$ cat config.mk
export PLATFORM = sky130hd
export DESIGN_NAME = preem_frame_reader
export DESIGN_NICKNAME = d
export VERILOG_FILES = /design/src/rtl/preem_frame_reader.sv
export SDC_FILE = /design/constraint.sdc
export NUM_CORES = 1
export LEC_CHECK = 0
export CAP_MARGIN = 15
export CORE_MARGIN = 3
export CORE_UTILIZATION = 28
export DETAILED_ROUTE_END_ITERATION = 8
export PLACE_DENSITY_LB_ADDON = 0.1
export SLEW_MARGIN = 0
export SYNTH_ARGS = -nofsm -noshare
export SYNTH_HDL_FRONTEND = slang
export SYNTH_SLANG_ARGS = --single-unit
$ cat constraint.sdc
create_clock -name clk -period 3.7 [get_ports clk]
set_clock_uncertainty 0.2 [all_clocks]
set_input_delay 0.37 -clock clk [delete_from_list [all_inputs] [get_ports clk]]
set_output_delay 0.37 -clock clk [all_outputs]
set_load 0.01 [all_outputs]
$ cat src/rtl/preem_frame_reader.sv
// preem_frame_reader: streams overlapping frames of pre-emphasised samples out of a circular memory.
module preem_frame_reader #(
    parameter int DATA_WIDTH = 32,
    parameter int ADDR_WIDTH = 12,
    parameter int LEN_WIDTH  = 11
) (
    input  logic                  clk,
    input  logic                  rst_n,
    input  logic                  frame_start,
    input  logic [LEN_WIDTH-1:0]  frame_len,
    input  logic [LEN_WIDTH-1:0]  frame_shift,
    input  logic                  base_clr,
    output logic                  mem_rd_en,
    output logic [ADDR_WIDTH-1:0] mem_rd_addr,
    input  logic [DATA_WIDTH-1:0] mem_rd_data,
    output logic [DATA_WIDTH-1:0] out_data,
    output logic                  out_valid,
    input  logic                  out_ready,
    output logic                  out_last,
    output logic [ADDR_WIDTH-1:0] out_frame_num,
    output logic                  busy,
    output logic                  done
);
    typedef enum logic [1:0] {IDLE, READ, DRAIN, DONE} state_t;
    state_t state, state_n;
    logic [ADDR_WIDTH-1:0] base, rd_ptr, frame_num;
    logic [LEN_WIDTH-1:0]  len_q, shift_q, issued, dcnt;
    logic [DATA_WIDTH-1:0] s0, s1, v0, v1;
    logic [1:0]            cnt, occ;
    logic                  inflight, issue, pop;
    // The word returning from memory is visible at the head in its arrival cycle, so the
    // two stored entries plus the in-flight read form a single ordered queue.
    assign occ           = cnt + {1'b0, inflight};
    assign issue         = state == READ && issued < len_q && occ < 2'd2;
    assign out_valid     = occ != 2'd0;
    assign out_data      = cnt != 2'd0 ? s0 : (inflight ? mem_rd_data : '0);
    assign out_last      = out_valid && dcnt == len_q - LEN_WIDTH'(1);
    assign pop           = out_valid & out_ready;
    assign v0            = cnt != 2'd0 ? s0 : mem_rd_data;
    assign v1            = cnt == 2'd2 ? s1 : mem_rd_data;
    assign mem_rd_en     = issue;
    assign mem_rd_addr   = issue ? rd_ptr : '0;
    assign busy          = state == READ || state == DRAIN;
    assign done          = state == DONE;
    assign out_frame_num = frame_num;

    always_comb begin
        state_n = state;
        case (state)
            IDLE:    state_n = frame_start ? (frame_len != '0 ? READ : DONE) : IDLE;
            READ:    state_n = issue && issued == len_q - LEN_WIDTH'(1) ? DRAIN : READ;
            DRAIN:   state_n = pop && out_last ? DONE : DRAIN;
            default: state_n = IDLE;
        endcase
    end

    always_ff @(posedge clk or negedge rst_n)
        if (!rst_n) state <= IDLE;
        else        state <= state_n;

    always_ff @(posedge clk or negedge rst_n) begin
        if (!rst_n) begin
            base      <= '0;
            rd_ptr    <= '0;
            frame_num <= '0;
            len_q     <= '0;
            shift_q   <= '0;
            issued    <= '0;
            dcnt      <= '0;
            s0        <= '0;
            s1        <= '0;
            cnt       <= '0;
            inflight  <= 1'b0;
        end else begin
            inflight <= issue;
            cnt      <= occ - {1'b0, pop};
            s0       <= pop ? v1 : v0;
            s1       <= pop ? mem_rd_data : v1;
            dcnt     <= state == IDLE ? '0 : (pop ? dcnt + LEN_WIDTH'(1) : dcnt);
            if (issue) begin
                rd_ptr <= rd_ptr + ADDR_WIDTH'(1);
                issued <= issued + LEN_WIDTH'(1);
            end
            if (state == IDLE) begin
                if (base_clr) begin
                    base      <= '0;
                    frame_num <= '0;
                end
                if (frame_start) begin
                    len_q   <= frame_len;
                    shift_q <= frame_shift;
                    rd_ptr  <= base_clr ? '0 : base;
                    issued  <= '0;
                end
            end
            if (state == DONE && len_q != '0) begin
                base      <= base + ADDR_WIDTH'(shift_q);
                frame_num <= frame_num + ADDR_WIDTH'(1);
            end
        end
    end
endmodule
==> reports/metrics.yaml <==
netlist_area_sq_um: 8780
status: "completed"
route.antenna.remaining_nets: 0
end_kind: "output pin"
cts_made_buffers: 17
rows: 64
htree_levels: 4
drv_slew: 0
worstSetupStartpointType: "flip-flop"
setup_slack_ps: 144
required_ps: 3130
holdWs_ps: 264
p_int_w: 0.00553
clk_pin_slew_ps: 80
ys_seq_area_share_pct: 42.5
dr.pass1.iters: 5
swShare_pct: 43.9
path_max_fanout: 7
vias: 7806
power_frac_comb_pct: 53.6
max_slew_margin_pct: 42.5
final_hold_viol_count: 0
tns_ps: 0
synth_cell_types: 57
p_seq_share_pct: 28.4
cp_top_family: "simple AND/OR/NAND/NOR gates"
clock_latency_ps: 430
layout_common_cells: "nand2_1 (214), dfrtp_1 (146), clkdlybuf4s50_1 (117)"
synth_edf_count: 0
setup_viol: 0
fillers: 3186
antenna_cells: 0
met2_length_mm: 11.8
timing.fmax_mhz: 281
core_sq_um: 30700
wl_met1_mm: 13.0
multiInputGateArea_sq_um: 4690
p_sw_w: 0.00433
grt-ovfl-total: 0
grt_util_all_layers_pct: 15.7
ys_ff_latch: 149
seq_area_sq_um: 3730
antenna_found_initial: 0
port_buffers: 119
gp_congestion: 0.819
worstHoldPathType: "primary input to flip-flop"
worstSetupPathType: "flip-flop to output pin"
cts_root_buf: "clkbuf_16"
async_flop_share_pct: 100
die_w_microns: 183
critPathBufInv: 2
fin_crit_sh_pct: 96.1
fp.dieH_microns: 183
die_area_sq_um: 33500
clkPwrFrac_pct: 18.0
crit_chain: "inv_1 > ha_2 > or4b_4 > o21ai_2 > nand4_1 > or4_4 > nor4_4 > clkbuf_2"
drive_gt1_share_pct: 9.96
post_cts_buffers: 0
topRoutingLayerUsed: "met4"
drv_cap: 0
avgSynthCellArea_sq_um: 8.41
grt_pass1_wl_mm: 42.6
syn_inst: 1043
yosysWarnings: 0
via_per_inst: 5.03
crit_slowest_cell: "or4_4"
clk_path_buf_depth: 2
clock-sinks: 149
rsz0062_at_grt: "no"
vdd.ir_drop.worst_mv: 0.522
num_io_pins: 120
wl_per_cell_microns: 16.7
grt_max_degree: 57
period_needed_ps: 3560
slowest_delay_ps: 530
wl_met3_mm: 1.05
dp_slack_ps: 148
dpl.hpwl_mm: 17.4
drt_wl_total_mm: 26.0
area_growth_pct: 25.9
worstPathArrival_ps: 2990
tightestPinTransition_ps: 863
start_util_pct: 28.5
synthFlopType: "dfrtp_1"
cts_tree: "built"
first_global_vias: 7667
p_leak_nw: 4.77
detail_route.drc_violations: 0
layout_commonest_cell: "nand2_1"
nets: 1236
synth_nets: 1137
drt_iter0_drc: 513
power.density_nw_per_um2: 892
-- flip-flops by register name, indices dropped and copies added, names as in the netlist --
| register | flops |
|---|---|
| s0 | 32 |
| s1 | 32 |
| base | 12 |
| out_frame_num | 12 |
| rd_ptr | 12 |
| dcnt | 11 |
| issued | 11 |
| len_q | 11 |
| shift_q | 11 |
| cnt | 2 |
| state | 2 |
| inflight | 1 |
-- worst paths after layout --
kind	startpoint	endpoint	slack [ps]	cells past startpoint
worst min register to register	shift_q[3]	shift_q[3]	290	2
min in group asynchronous	rst_n	s0[26]	280	2
worst min-delay path	frame_shift[10]	shift_q[10]	260	3
worst max-delay path	len_q[1]	out_last	140	8
max in group asynchronous	rst_n	s1[0]	2200	3
worst max register to register	len_q[1]	state[0]	610	10
-- Yosys cell counts, drive strengths merged, types with 2 or more instances --
cell      n  area share [%]
nand4     5            0.36
xor2     22             2.2
xnor2    24             2.4
o211ai    8            0.68
o31ai     7            0.60
o22ai    35             2.5
or4       8            0.73
o211a     2            0.23
a311o     3            0.34
or2       3            0.21
inv      32             1.4
nor3      9            0.64
o21ai   122             7.0
mux2     33             4.2
nor4      7            0.67
a211oi    2            0.17
o21a      2            0.17
and2     13            0.93
and3     21             1.5
nand3    77             4.4
buf      11            0.60
nand3b    4            0.34
a21oi    63             3.6
a21o      4            0.34
nand2   215             9.2
nor2b     2            0.14
a31oi    10            0.71
ha       34             4.8
a211o     3            0.30
or3       9            0.64
nor2     35             1.5
clkbuf   55             2.4
dfrtp   149              42
-- through the flow --
stage / util (%) / power [W] / std cells / instance area [sq um]
final: 35.9 / 0.00985 / 1551 / 11000
after global routing: 35.9 / 0.0108 / 1551 / 11000
after CTS: 35.9 / 0.00994 / 1551 / 11000
after detailed placement: 33.9 / 0.00810 / 1518 / 10400
after global placement: 33.9 / 0.00807 / 1518 / 10400
after floorplan: - / 0.00610 / 1043 / 8780
-- worst reg2reg max path, stage by stage (launching register included) --
cell,delay (ps)
dfrtp_1,410
inv_1,110
ha_2,250
or4b_4,500
o21ai_2,120
nand4_1,100
or4_4,530
nor4_4,350
buf_4,190
a31oi_1,80
a21oi_1,170
-- repair_timing --
item	CTS	global route
hold buffers	1	0
endpoints found under the hold margin	53	0
gates resized for setup	2	10
setup endpoints to repair	1	13
-- cell families (layout without fill, tap and decap cells) --
group / after synthesis / after routing / share of synthesized area, %
simple gates: 411 / 411 / 21.6
compound gates: 271 / 271 / 17.7
flops: 149 / 149 / 42.5
buf+inv: 98 / 210 / 4.32
xor+xnor: 46 / 46 / 4.59
fa+ha+maj: 35 / 35 / 5.08
mux: 33 / 33 / 4.23
-- layout make-up --
cell class,count,area share (%)
multi-input combinational,796,42.5
tap,396,4.49
clock buffer,17,3.85
timing repair buffer,146,12.9
sequential,149,33.8
inverter,32,1.11
clock inverter,15,1.42
-- per-layer routing --
metal	track usage, %	vias up
met2	25.3	186
li1	-	3861
met3	2.64	15
met4	3.02	0
met1	22.5	3744
met5	0	-
-- power groups by stage --
| stage | Combinational (W) | Clock (W) | Sequential, W |
|---|---|---|---|
| 2_1_floorplan | 0.00347 | 0 | 0.00262 |
| 3_3_place_gp | 0.00524 | 0 | 0.00283 |
| 3_5_place_dp | 0.00528 | 0 | 0.00283 |
| 4_1_cts | 0.00531 | 0.00183 | 0.00280 |
| 5_1_grt | 0.00596 | 0.00191 | 0.00290 |
| 6_report | 0.00528 | 0.00177 | 0.00280 |
(Power assumes the default switching activity.)
